[src/rtl/ifu_fetch_pkg.sv]
// Shared widths, reset PC and fetch FSM state encodings for the instruction-fetch unit.
// States are plain typed constants so legacy code comparing raw 3-bit values keeps working.
package ifu_fetch_pkg;

  localparam int unsigned REG_WIDTH  = 64;
  localparam int unsigned INST_WIDTH = 32;

  localparam logic [REG_WIDTH-1:0] RESET_PC_DEFAULT = 64'h8000_0000;

  typedef logic [2:0] ifu_state_e;

  localparam ifu_state_e IDLE = 3'd0;
  localparam ifu_state_e REQ  = 3'd1;
  localparam ifu_state_e WAIT = 3'd2;
  localparam ifu_state_e HOLD = 3'd3;
  localparam ifu_state_e DROP = 3'd4;

endpackage

[src/rtl/ifu_inst_sel.sv]
// Picks the 32-bit instruction out of an aligned doubleword; sel is pc[2]
// (little-endian, so the lower address lives in the low half).
module ifu_inst_sel #(
  parameter int unsigned INST_W = 32
) (
  input  logic [2*INST_W-1:0] dword,
  input  logic                sel,
  output logic [INST_W-1:0]   word
);

  always_comb begin
    word = sel ? dword[2*INST_W-1:INST_W] : dword[INST_W-1:0];
  end

endmodule

[src/rtl/ifu_fetch.sv]
// Instruction-fetch initiator: owns the fetch PC, issues one doubleword read at a time
// and hands the selected word to decode; redirects can abandon work in any state.
module ifu_fetch
  import ifu_fetch_pkg::*;
#(
  parameter int unsigned          ADDR_W   = REG_WIDTH,
  parameter int unsigned          INST_W   = INST_WIDTH,
  parameter logic [ADDR_W-1:0]    RESET_PC = RESET_PC_DEFAULT
) (
  input  logic                clk,
  input  logic                rst_n,
  input  logic                redirect_valid,
  input  logic [ADDR_W-1:0]   redirect_pc,
  output logic                mem_req_valid,
  input  logic                mem_req_ready,
  output logic [ADDR_W-1:0]   mem_req_addr,
  input  logic                mem_rsp_valid,
  input  logic [2*INST_W-1:0] mem_rsp_data,
  output logic                mem_rsp_ready,
  output logic                inst_valid,
  input  logic                inst_ready,
  output logic [ADDR_W-1:0]   inst_pc,
  output logic [INST_W-1:0]   inst
);

  ifu_state_e          state_q, state_d;
  logic [ADDR_W-1:0]   pc_q, pc_d;
  logic [ADDR_W-1:0]   inst_pc_q;
  logic [INST_W-1:0]   inst_q;
  logic [INST_W-1:0]   sel_word;
  logic                capture;

  ifu_inst_sel #(
    .INST_W (INST_W)
  ) u_inst_sel (
    .dword (mem_rsp_data),
    .sel   (pc_q[2]),
    .word  (sel_word)
  );

  always_comb begin
    state_d = state_q;
    pc_d    = pc_q;
    capture = 1'b0;
    if (redirect_valid) begin
      pc_d = redirect_pc & ~ADDR_W'(3);
      // An accepted request with no consumed response leaves a stale reply to drain in DROP.
      case (state_q)
        REQ:     state_d = mem_req_ready ? DROP : REQ;
        WAIT:    state_d = mem_rsp_valid ? REQ : DROP;
        DROP:    state_d = mem_rsp_valid ? REQ : DROP;
        default: state_d = REQ;
      endcase
    end else begin
      case (state_q)
        IDLE: state_d = REQ;
        REQ: begin
          if (mem_req_ready) state_d = WAIT;
        end
        WAIT: begin
          if (mem_rsp_valid) begin
            capture = 1'b1;
            state_d = HOLD;
          end
        end
        HOLD: begin
          if (inst_ready) begin
            pc_d    = pc_q + ADDR_W'(4);
            state_d = REQ;
          end
        end
        DROP: begin
          if (mem_rsp_valid) state_d = REQ;
        end
        default: state_d = IDLE;
      endcase
    end
  end

  always_ff @(posedge clk or negedge rst_n) begin
    if (!rst_n) begin
      state_q   <= IDLE;
      pc_q      <= RESET_PC;
      inst_q    <= '0;
      inst_pc_q <= RESET_PC;
    end else begin
      state_q <= state_d;
      pc_q    <= pc_d;
      if (capture) begin
        inst_q    <= sel_word;
        inst_pc_q <= pc_q;
      end
    end
  end

  assign mem_req_valid = (state_q == REQ);
  assign mem_req_addr  = {pc_q[ADDR_W-1:3], 3'b000};
  assign mem_rsp_ready = (state_q == WAIT) || (state_q == DROP);
  assign inst_valid    = (state_q == HOLD);
  assign inst_pc       = inst_pc_q;
  assign inst          = inst_q;

endmodule

[config.mk]
export PLATFORM = sky130hd
export DESIGN_NAME = ifu_fetch
export DESIGN_NICKNAME = d
export VERILOG_FILES = /design/src/rtl/ifu_fetch_pkg.sv /design/src/rtl/ifu_inst_sel.sv /design/src/rtl/ifu_fetch.sv
export SDC_FILE = /design/constraint.sdc
export NUM_CORES = 1
export LEC_CHECK = 0
export ABC_AREA = 1
export BUFFER_PORTS_ARGS = -buffer_cell sky130_fd_sc_hd__buf_2
export CAP_MARGIN = 10
export CORE_AREA = 3 3 120 209
export DETAILED_ROUTE_END_ITERATION = 16
export DIE_AREA = 0 0 123 212
export PLACE_DENSITY_LB_ADDON = 0.08
export SYNTH_ARGS = -nofsm -noshare
export SYNTH_HDL_FRONTEND = slang
export SYNTH_HIERARCHICAL = 1
export SYNTH_SLANG_ARGS = --single-unit
[constraint.sdc]
create_clock -name clk -period 2.8 [get_ports clk]
set_clock_uncertainty 0.1 [all_clocks]
set_input_delay 0.14 -clock clk [delete_from_list [all_inputs] [get_ports clk]]
set_output_delay 0.14 -clock clk [all_outputs]
set_load 0.02 [all_outputs]
After elaboration in Yosys (flattened, before gate mapping)

Index checks and enable logic that the tools add are counted.

Register bits after elaboration: 163
Output and inout bits: 163

Add/subtract/negate cells: 1
Equality and inequality tests: 8
Muxes and demuxes: 16
Reduce and logical (&&, ||, !) cells: 7

Operators by type and width:

| operator              | number |
|---|---|
| $mux 64               | 3 |
| $add 64x3->64 const B | 1 |
| $mux 32               | 1 |
| $mux 3                | 7 |
| $pmux 3 s5            | 1 |
| $eq 3x2->1 const B    | 2 |
| $ne 3x2->1 const B    | 2 |
| $ne 3x3->1 const B    | 2 |
| $pmux 3 s2            | 1 |
| $reduce_and 4->1      | 1 |
| $reduce_bool 2->1     | 2 |
| $eq 3x1->1 const B    | 1 |
| $eq 3x3->1 const B    | 1 |
| $logic_not 3->1       | 1 |
| $mux 1                | 3 |
| $reduce_and 2->1      | 1 |
| $reduce_or 2->1       | 1 |
| $logic_or 1x1->1      | 1 |

Depth between registers and ports, before layout

Depth after elaboration: 4
Mapped depth: 11

By module

The synthesis kept the hierarchy.

Modules (own cells, without submodules):

| module       | instances | cells an instance | area an instance (µm²) | seq. area each (µm²) |
|---|---|---|---|---|
| ifu_fetch    | 1         | 1131              | 8863.5                 | 3981.3 |
| ifu_inst_sel | 1         | 104               | 491.7                  | 0.0 |

Worst setup path before layout

No wires, ideal clock.

Kind: register -> register
Start point: register pc_q[2]
End point: register pc_q[54]
Library setup time: 0.117 ns
Arrival: 1.488 ns
Data required time: 2.583 ns
Setup slack: 1.095 ns
Stages on the path, launching flop included: 11
Path buffers: 0
Cell sequence: dfrtp_1 -> ha_1 -> inv_1 -> nor2_4 -> nand2_4 -> nor2_8 -> nand2_4 -> nor2_4 -> nand3_1 -> nand3_1 -> nand2_1

Word-level cells in the longest chain between the ends: 4

Ends and longest elaborated chain:

| item                   | RTL line        | text |
|---|---|---|
| start, declared        | ifu_fetch.sv:27 | `logic [ADDR_W-1:0] pc_q, pc_d;` |
| start signal, assigned | ifu_fetch.sv:88 | `pc_q <= pc_d;` |
| $add 64x3->64          | ifu_fetch.sv:68 | `pc_d = pc_q + ADDR_W'(4);` |
| $mux 64                | ifu_fetch.sv:67 | `if (inst_ready) begin` |
| $mux 64                | ifu_fetch.sv:55 | `case (state_q)` |
| $mux 64                | ifu_fetch.sv:45 | `if (redirect_valid) begin` |

Every way passes these cells. The select of a mux whose other input is x is not followed.
A chain may end at the register's enable or synchronous reset.

Final worst setup path

Start point: register pc_q[2]
End point: register pc_q[46]

The elaborated chain is that of the path after synthesis.

==> impl_metrics.ini <==
[run_status]
outcome = finished, final reports clean

[clocking]
clk_pin_slew_worst_paths_ps = 60
clock_latency_ps = 450
root_buffer = clkbuf_16
cts.sinks = 159
hold_buffers = 125
cts.repair.resized = 0
clockBufferDepth = 2
cts_inserted_buffers = 17
cts_tree = built
post_cts_buffers = 0
cts.htree.levels = 4

[worst_setup_path]
slowest_stage = dfrtp_1
end_kind = register
worstPathMaxFanout = 6
required_ps = 3030
crit_chain = ha_1, inv_1, nor2_4, nand2_4, inv_1, nand2_1, nor2_2, nand3_1, nand3_1, nand3_1
cp.arrival_ps = 2440
reg2reg_from = pc_q[2]
critPathLaunch = pc_q[2]
cp_common_cell = nand3_1
path_class = reg -> reg
critPathMaxStageDelay_ps = 470
worst_setup_path_start_kind = register
critPathBufInv = 2
crit_family = simple AND/OR/NAND/NOR gates

[sta]
fin_crit_sh = 0.792
hold_slack_ps = 29.6
slew_violations = 0
rsz0062_at_grt = no
setup_violations = 0
max_slew_margin = 0.311
max_freq_ghz = 0.451
fin_ws_ps = 584
finalSetupTns_ps = 0
tightest_slew_ps = 1030
hold_viol_final = 0
min_period_ps = 2220

[power_and_ir_drop]
finalPower_uw = 9840
cellLeakagePower_uw = 0.00627
ir_drop_uv = 457
powerDensity_nw_per_um2 = 790

[flow_run]
maxCapViolCount = 0

[synth]
yosysWarnings = 6
yosysTopAreaCell = dfrtp_1
synth_area_leaders = dfrtp_1 (42%), nand2_1 (16%), buf_4 (5.4%)
async_flop_share = 1.00
yosysSeqAreaShare = 0.426
synth_cell_types = 42
netlist_area_sq_um = 9360
synth.top_cell.area_share = 0.420
ys.flop_type = dfrtp_1
netlist_instances = 1235
avgSynthCellArea_sq_um = 7.58
ys_ff_latch = 159
synth_edf_count = 0

[cells_and_area]
num-nets-final = 1716
multiInputGateArea_sq_um = 4240
instances_no_fill = 1898
antennaDiodeCount = 0
area_growth_pct = 33.1
layout-drive-gt1-share = 0.269
regArea_sq_um = 3980
fill_cells = 2306

[route]
first_pass_iters = 5
maxUsedRoutingLayer = met4
wl_per_cell_um = 18.6
routed-wl-met2_mm = 19.5
drt_wl_total_mm = 35.3
drtIter0Drc = 461
wl_met3_mm = 1.66
vias_per_cell = 4.88
ant_nets = 0
drc_errors = 0
num_vias = 9259
drt-met1-wl_mm = 12.2

[die]
die_w_um = 123
io_pins = 297
die_area_sq_um = 26100
core_sq_um = 23400
initial_utilization = 0.399
rows = 74
die_h_um = 212

[global_route]
grt_first_pass_wirelength_mm = 51.9
grt_usage = 0.269
gr-total-overflow = 0
grt_max_degree = 112
grt_pass1_vias = 9206
antenna_found_initial = 0

[place]
portBuffers = 289
dp_slack_ps = 601
place_inst = 1741
gp_congestion = 0.943
dp_hpwl_mm = 26.3

[min_path]
min-delay-start = mem_rsp_data[19]
hp-class = in -> reg
-- cell usage after synthesis (2+ instances only) --
cell and n:
nor3_1 8, inv_1 98, a21oi_1 12, buf_1 3, nand4_1 15, o221ai_1 6
buf_2 15, xor2_1 13, dfstp_2 2, o21bai_1 7, o211ai_1 14, buf_6 3
nor2_4 10, clkbuf_1 15, nand3_1 82, nand2_4 2, o21ai_1 10, nand2_1 407
o21ai_0 83, mux2_2 38, nor2_2 12, a31o_2 2, clkbuf_8 4, a22oi_1 2
inv_2 4, buf_4 67, dfrtp_1 157, nor2_1 113, nand2_2 18
-- through the flow --
step | utilization | area [sq um]
6_report | 0.531 | 12400
5_1_grt | 0.531 | 12400
4_1_cts | 0.531 | 12400
3_5_place_dp | 0.453 | 10600
3_3_place_gp | 0.453 | 10600
2_1_floorplan | - | 9370
-- worst register-to-register path, cell delays in order, from the launching register on --
cell	delay [ps]
dfrtp_1	470
ha_1	270
inv_1	90
nor2_4	170
nand2_4	120
inv_1	100
nand2_1	90
nor2_2	400
nand3_1	130
nand3_1	110
nand3_1	60
-- cells in the final DEF, fill, tap and decap left out, drive strengths merged, types with 2 or more instances in the layout --
cell type	count
conb	5
o221ai	6
buf	306
a22oi	2
o21ai	93
nand3	82
a31o	2
inv	105
o211ai	14
nor3	9
nand4	15
a21oi	12
clkinvlp	4
bufinv	3
clkinv	6
nor2	136
nand2	427
dfstp	2
xor2	13
o21bai	7
mux2	38
dfrtp	157
clkbuf	18
dlygate4sd3	125
-- flip-flops by register name, summed over array words and instances, names as in the netlist --
register and count:
inst 32, state_q 3, inst_pc 62, pc_q 62
-- kinds of logic after synthesis --
group | Yosys count | synth area share
buffers and inverters | 212 | 0.123
xor gates and xnor gates | 14 | 0.0131
DFF | 159 | 0.426
adders and majority gates | 1 | 0.00134
and+or+nand+nor | 669 | 0.305
other | 1 | 0.000401
AOI/OAI and AO/OA | 141 | 0.0861
muxes | 38 | 0.0457
-- layer usage --
metal  vias to the layer above  global-route usage
li1                       4589                   -
met1                      4285               0.268
met2                       310               0.521
met3                        75              0.0410
met4                         0               0.143
met5                         -                   0
-- cell type report --
cell class	count	area share
Sequential cell	159	0.320
Clock inverter	14	0.0134
Tap cell	304	0.0306
Timing Repair Buffer	431	0.229
Inverter	104	0.0320
Clock buffer	18	0.0345
Multi-Input combinational cell	868	0.340
-- power breakdown --
part,switching (uW),internal [uW],total [uW]
Clock,988,1400,2390
Combinational,2370,1410,3780
Sequential,574,3090,3670
-- path summary, 6_finish.rpt --
kind,endpoint,slack (ps),cells after the start
setup reg to reg,pc_q[46],580,10
hold / removal,inst[19],30,4
max in group asynchronous,inst[0],1650,3
hold reg to reg,inst_pc[33],380,2
min in group asynchronous,inst[19],170,2
setup / recovery,pc_q[46],580,10
(Power assumes the default switching activity.)
